===== src/rtl/clk_sel_pkg.sv =====
// ============================================================================
//  Module : clk_sel_pkg
//  Brief  : Shared types, constants and one-hot helper for the clock-select
//           sequencer.
//  Rev    : 1.0  initial release
// ============================================================================
`default_nettype none

package clk_sel_pkg;

    localparam int SETTLE_W   = 8;
    localparam int MAX_CLOCKS = 256;

    typedef enum logic [1:0] {
        ST_IDLE   = 2'd0,
        ST_DRAIN  = 2'd1,
        ST_ENABLE = 2'd2
    } state_t;

    // Callers size-cast the result down to their own clock count.
    function automatic logic [MAX_CLOCKS-1:0] onehot_encode(input int unsigned idx);
        logic [MAX_CLOCKS-1:0] w_one;
        w_one = MAX_CLOCKS'(1);
        return w_one << idx;
    endfunction

endpackage

`default_nettype wire


===== src/rtl/clk_sel_settle_timer.sv =====
// ============================================================================
//  Module : clk_sel_settle_timer
//  Brief  : Loadable down-counter with zero flag that times each settle phase.
//  Rev    : 1.0  initial release
// ============================================================================
`default_nettype none

module clk_sel_settle_timer
    import clk_sel_pkg::*;
(
    input  logic                clk,
    input  logic                rst,
    input  logic                i_load,
    input  logic [SETTLE_W-1:0] i_load_val,
    output logic                o_zero
);

    logic [SETTLE_W-1:0] r_count;

    // Stops at zero, so the counter can never wrap.
    always_ff @(posedge clk or posedge rst) begin
        if (rst) begin
            r_count <= '0;
        end else if (i_load) begin
            r_count <= i_load_val;
        end else if (r_count != '0) begin
            r_count <= r_count - SETTLE_W'(1);
        end
    end

    assign o_zero = (r_count == '0);

endmodule

`default_nettype wire


===== src/rtl/clk_sel_sequencer.sv =====
// ============================================================================
//  Module : clk_sel_sequencer
//  Brief  : Drain/enable sequencer driving a glitch-free clock mux select.
//           Define CLK_SEL_SWITCH_COUNT_EN to add a saturating switch counter.
//  Rev    : 1.0  initial release
// ============================================================================
`default_nettype none

module clk_sel_sequencer
    import clk_sel_pkg::*;
#(
    parameter int NUM_CLOCKS    = 4,
    parameter int SEL_W         = (NUM_CLOCKS > 1) ? $clog2(NUM_CLOCKS) : 1,
    parameter int SETTLE_CYCLES = 8,
    parameter int RESET_SEL     = 0
) (
    input  logic                  clk,
    input  logic                  rst,
    input  logic                  req_valid,
    input  logic [SEL_W-1:0]      req_sel,
    output logic                  req_ready,
    output logic [NUM_CLOCKS-1:0] clk_select,
    output logic [SEL_W-1:0]      cur_sel,
    output logic                  busy,
    output logic                  switch_done,
    output logic                  req_err
`ifdef CLK_SEL_SWITCH_COUNT_EN
    ,
    output logic [15:0]           switch_count
`endif
);

    localparam int unsigned           c_num_clocks   = NUM_CLOCKS;
    localparam logic [SEL_W-1:0]      c_reset_sel    = SEL_W'(RESET_SEL);
    localparam logic [NUM_CLOCKS-1:0] c_reset_onehot = NUM_CLOCKS'(onehot_encode(RESET_SEL));
    localparam logic [SETTLE_W-1:0]   c_settle_load  = SETTLE_W'(SETTLE_CYCLES - 1);

    state_t                  r_state;
    logic [SEL_W-1:0]        r_target;
    logic [SEL_W-1:0]        r_cur_sel;
    logic [NUM_CLOCKS-1:0]   r_clk_select;
    logic                    r_switch_done;
    logic                    r_req_err;

    logic                    w_idle;
    logic                    w_sel_bad;
    logic                    w_noop;
    logic                    w_start;
    logic                    w_zero;
    logic                    w_load;
    logic [NUM_CLOCKS-1:0]   w_target_onehot;

    assign w_idle          = (r_state == ST_IDLE);
    assign w_sel_bad       = (32'(req_sel) >= c_num_clocks);
    assign w_noop          = (req_sel == r_cur_sel);
    assign w_start         = req_valid && w_idle && !w_sel_bad && !w_noop;
    assign w_load          = w_start || ((r_state == ST_DRAIN) && w_zero);
    assign w_target_onehot = NUM_CLOCKS'(onehot_encode(32'(r_target)));

    clk_sel_settle_timer u_settle_timer (
        .clk        (clk),
        .rst        (rst),
        .i_load     (w_load),
        .i_load_val (c_settle_load),
        .o_zero     (w_zero)
    );

    always_ff @(posedge clk or posedge rst) begin
        if (rst) begin
            r_state       <= ST_IDLE;
            r_target      <= c_reset_sel;
            r_cur_sel     <= c_reset_sel;
            r_clk_select  <= c_reset_onehot;
            r_switch_done <= 1'b0;
            r_req_err     <= 1'b0;
        end else begin
            r_switch_done <= 1'b0;
            r_req_err     <= 1'b0;
            case (r_state)
                ST_IDLE: begin
                    if (req_valid) begin
                        if (w_sel_bad) begin
                            r_req_err <= 1'b1;
                        end else if (w_noop) begin
                            r_switch_done <= 1'b1;
                        end else begin
                            r_target     <= req_sel;
                            r_clk_select <= '0;
                            r_state      <= ST_DRAIN;
                        end
                    end
                end
                ST_DRAIN: begin
                    // The mux has been fully gated for the whole drain phase.
                    if (w_zero) begin
                        r_cur_sel    <= r_target;
                        r_clk_select <= w_target_onehot;
                        r_state      <= ST_ENABLE;
                    end
                end
                ST_ENABLE: begin
                    if (w_zero) begin
                        r_switch_done <= 1'b1;
                        r_state       <= ST_IDLE;
                    end
                end
                default: begin
                    r_state <= ST_IDLE;
                end
            endcase
        end
    end

`ifdef CLK_SEL_SWITCH_COUNT_EN
    logic [15:0] r_switch_count;

    // Counts completed real switches only; no-op completions come from IDLE.
    always_ff @(posedge clk or posedge rst) begin
        if (rst) begin
            r_switch_count <= '0;
        end else if ((r_state == ST_ENABLE) && w_zero && (r_switch_count != 16'hFFFF)) begin
            r_switch_count <= r_switch_count + 16'd1;
        end
    end

    assign switch_count = r_switch_count;
`endif

    assign req_ready   = w_idle;
    assign busy        = !w_idle;
    assign clk_select  = r_clk_select;
    assign cur_sel     = r_cur_sel;
    assign switch_done = r_switch_done;
    assign req_err     = r_req_err;

endmodule

`default_nettype wire


===== config.mk =====
export PLATFORM = sky130hd
export DESIGN_NAME = clk_sel_sequencer
export DESIGN_NICKNAME = d
export VERILOG_FILES = /design/src/rtl/clk_sel_pkg.sv /design/src/rtl/clk_sel_settle_timer.sv /design/src/rtl/clk_sel_sequencer.sv
export SDC_FILE = /design/constraint.sdc
export NUM_CORES = 1
export LEC_CHECK = 0
export ABC_AREA = 0
export BUFFER_PORTS_ARGS = -buffer_cell sky130_fd_sc_hd__buf_2
export CAP_MARGIN = 0
export CELL_PAD_IN_SITES_DETAIL_PLACEMENT = 2
export CELL_PAD_IN_SITES_GLOBAL_PLACEMENT = 2
export CORE_MARGIN = 3
export CORE_UTILIZATION = 35
export DETAILED_ROUTE_END_ITERATION = 6
export GPL_TIMING_DRIVEN = 0
export PLACE_DENSITY = 0.85
export SYNTH_ARGS = -nofsm -noshare
export SYNTH_HDL_FRONTEND = slang
export SYNTH_HIERARCHICAL = 1
export SYNTH_SLANG_ARGS = --single-unit

===== constraint.sdc =====
create_clock -name clk -period 2.97 [get_ports clk]
set_input_delay 0.297 -clock clk [delete_from_list [all_inputs] [get_ports clk]]
set_output_delay 0.297 -clock clk [all_outputs]
set_load 0.01 [all_outputs]

==> results.md <==
* Logic pwr share at a little under half
* Finished Cell Area at around 1200 µm²
* Critical path's largest stage delay at 0.44 ns
* Critical path type: reg2reg
* CP Max Fanout at 10
* Net Sw Frac at between 40% and 50%
* Initial antenna violation count at 0
* Post-DP Area at roughly 1200 µm²
* Internal at roughly 0.00066 W
* Most frequent cells in the layout: dfrtp_1 (18), buf_2 (15), conb_1 (9)
* XOR/XNOR share of the synthesized area at around 4.9%
* Clock share of power at about 12%
* CP startpoint kind: flip-flop
* Synth warn at 6
* DR vias at 838
* Skew-Pair Late Insertion Delay at ~0.31 ns
* Global-route wire length before repair at roughly 4500 µm
* VDD IR-drop max at 0.440 mV
* Fmax achieved at between 300 and 400 MHz
* Commonest non-fill, non-tap cell in the layout: dfrtp_1
* Most common cell on crit path: buf_2
* Placed insts at 150
* Critical path arrival at roughly 2.9 ns
* Endpoints failing setup at 0
* Asr flop ratio synth at 100%
* Layout area overhead at 17.0%
* Initial cell density of the core at between 30 and 40%
* DRC at 0
* Die X at between 60 and 70 µm
* HP Class: in2reg
* Wire per inst at ~18 µm
* Die Height at between 60 and 70 µm
* Normalized max-slew margin at between 60% and 70%
* Slew Viols, Final at 0
* Final cycle utilization of the critical path at 90.4%
* Final Skew at ~0.0047 ns
* Post-synth EDFFs at 0
* PortBufs at 13
* CTS buffer count at 3
* Core area at around 2800 µm²
* Vias in the first global route at around 910
* Adder-cell share of the synthesized area at 1.21%
* Post-CTS Setup Inserts at 0
* CP Depth at 11
* Unique masters post-synth at between 40 and 50
* Leak at 0.569 nW
* Util after Layout at about 43%
* Yosys reg bits at 19
* Worst-Margin Slew at ~0.56 ns
* Largest net degree at the start of global routing at 12
* N_diodes at 0
* Hpwl dp at roughly 2000 µm
* GRT Util Overall at between 10% and 20%
* PD cells at between 900 and 1000 nW/µm²
* Die Footprint at between 3000 and 4000 µm²
* Status: finished clean
* Ratio of cells with drive above 1 in the final layout at 31.7%
* CTS H-tree depth at 1
* Final Wtd Congestion at approximately 0.73
* Clock Path Buffers at 2
* Setup crit end kind: flip-flop
* Placement Setup Slack at -0.261 ns
* Max-cap violation count at 0
* CP delay by family, top: simple AND/OR/NAND/NOR gates
* R2R depth at 11
* Non-filler instance count after layout at 154
* Initial DRC Count at 8
* Number of buffers and inverters on the critical path at 4
* Cell chain of the critical path: inv_1 -> ha_1 -> or4b_1 -> buf_2 -> nor2_4 -> nand3b_1 -> buf_2 -> nand2_2 -> clkbuf_4 -> a31oi_1 -> a21oi_1
* Simple-Gate Fraction of Synth Area at a little under a fifth
* Final #Nets at 130
* Post-DR vias/cell at approximately 5.4
* Post-Syn Instances at just under 100
* Largest family of logic cells by synthesized area: compound AO/OA/AOI/OAI gates
* Routed wire length at between 2000 and 3000 µm
* Cell area after synthesis at between 1000 and 1500 µm²
* Post-synthesis compound-gate area fraction at approximately a fifth
* RSZ-0062 raised after global routing: no
* Pre-antenna DRT Iters at 4
* Ys flop type: dfrtp_1
* Antenna-violating nets left at 0
* Clock slew at reported path FFs at between 0.1 and 0.15 ns
* Register area share after synthesis at between 40% and 50%
* Root Buffer: clkbuf_4
* I/O pin count at 15
* Post-synthesis mux area share at under 10%
* Final setup margin at ~0.28 ns
* Register share of total power at between 40% and 50%
* Setup TNS at 0 ns
* Final Hold Viols at 0
* Net Switching at 0.000489 W
* CTS sink cnt at 19
* CTS tree: done
* Worst path slowest cell: or4b_1
* Syn_area_per_cell at between 10 and 15 µm²
* Global route overflow at 0
* Crit path required time at approximately 3.2 ns
* Crit path time final at roughly 2.7 ns
* Hold depth at 2
* Row count at 19
==> cells in the mapped netlist, drive strengths merged (2+ instances only) <==
library cell  number  share of area, %
dfrtp             18                44
xor2               2               3.2
xnor2              2               1.7
buf                4               2.1
a31oi              2               1.2
nand2              7               2.5
mux2               4               5.1
a31o               4               3.4
nand2b             3               1.8
nor3               6               2.9
a21oi              2              0.97
nor2               7               3.5
nor3b              2               1.5
inv                7               2.5
o31ai              3               2.2
o21ai              4               2.3
and3               2               1.2
conb               2              0.73
==> power groups by stage <==
stage | logic (W) | clock network, W | registers [W]
after global routing | 0.000591 | 0.000159 | 0.000506
final | 0.000524 | 0.000141 | 0.000488
after detailed placement | 0.000524 | 0 | 0.000489
after global placement | 0.000484 | 0 | 0.000483
after CTS | 0.000527 | 0.000148 | 0.000489
after floorplan | 0.000375 | 0 | 0.000472
==> kinds of logic (layout without fill, tap and decap cells) <==
kind of cell	count (synthesis)	in the layout
flops	19	19
mux	4	4
other cells	2	9
xor+xnor	4	4
compound gates	24	24
fa+ha+maj	1	1
buf+inv	12	29
simple gates	33	33
==> cell type report <==
cell class / count / area, µm²
plain buffers: 4 / 25.0
clock buffers: 3 / 22.5
clock inverters: 1 / 5.00
fillers: 320 / 1580
inverters: 7 / 26.3
multi-input cells: 75 / 537
flip-flops and latches: 19 / 477
well taps: 31 / 38.8
repair buffers: 14 / 75.1
==> routing by layer <==
layer | share of wire [%] | routed length [µm] | GRT usage, % | vias to the layer above
li1 | - | - | - | 393
met1 | 39 | 1040 | 18.2 | 425
met2 | 56 | 1510 | 32.3 | 15
met3 | 3.7 | 99 | 4.54 | 5
met4 | 2.0 | 55 | 8.54 | 0
met5 | 0 | 0 | 0 | -
==> final timing paths <==
| check | slack, ns | end | startpoint |
|---|---|---|---|
| max | 0.28 | u_settle_timer/r_count[6] | u_settle_timer/r_count[0] |
| min | 0.26 | r_target[0] | req_sel[0] |
| max reg2reg | 0.28 | u_settle_timer/r_count[6] | u_settle_timer/r_count[0] |
| min reg2reg | 0.52 | clk_select[2] | clk_select[2] |
| max in group asynchronous | 2.13 | clk_select[0] | rst |
| min in group asynchronous | 0.48 | u_settle_timer/r_count[7] | rst |
==> flip-flops by register name, summed over array words and instances (netlist names) <==
name and flops:
r_state 2, u_settle_timer/r_count 8, r_target 2, cur_sel 2
clk_select 4, switch_done 1
==> stage by stage <==
step	hold slack, ns	power (W)
after floorplan	0.113	0.000848
after global placement	0.283	0.000967
after detailed placement	0.285	0.00101
after CTS	0.254	0.00116
after global routing	0.243	0.00126
final	0.264	0.00115
==> worst register-to-register path, cell delays in order (launching register included) <==
cell and delay [ns]:
dfrtp_1 0.43, inv_1 0.10, ha_1 0.23, or4b_1 0.44, buf_2 0.19, nor2_4 0.18, nand3b_1 0.16, buf_2 0.22
nand2_2 0.16, clkbuf_4 0.24, a31oi_1 0.07, a21oi_1 0.19
==> repair_timing <==
| action | CTS | global route |
|---|---|---|
| hold buffers | 1 | 0 |
| gates resized for setup | 1 | 4 |
| hold endpoints to repair | 18 | 0 |
| endpoints found under the setup margin | 6 | 7 |
(Power assumes the default switching activity.)
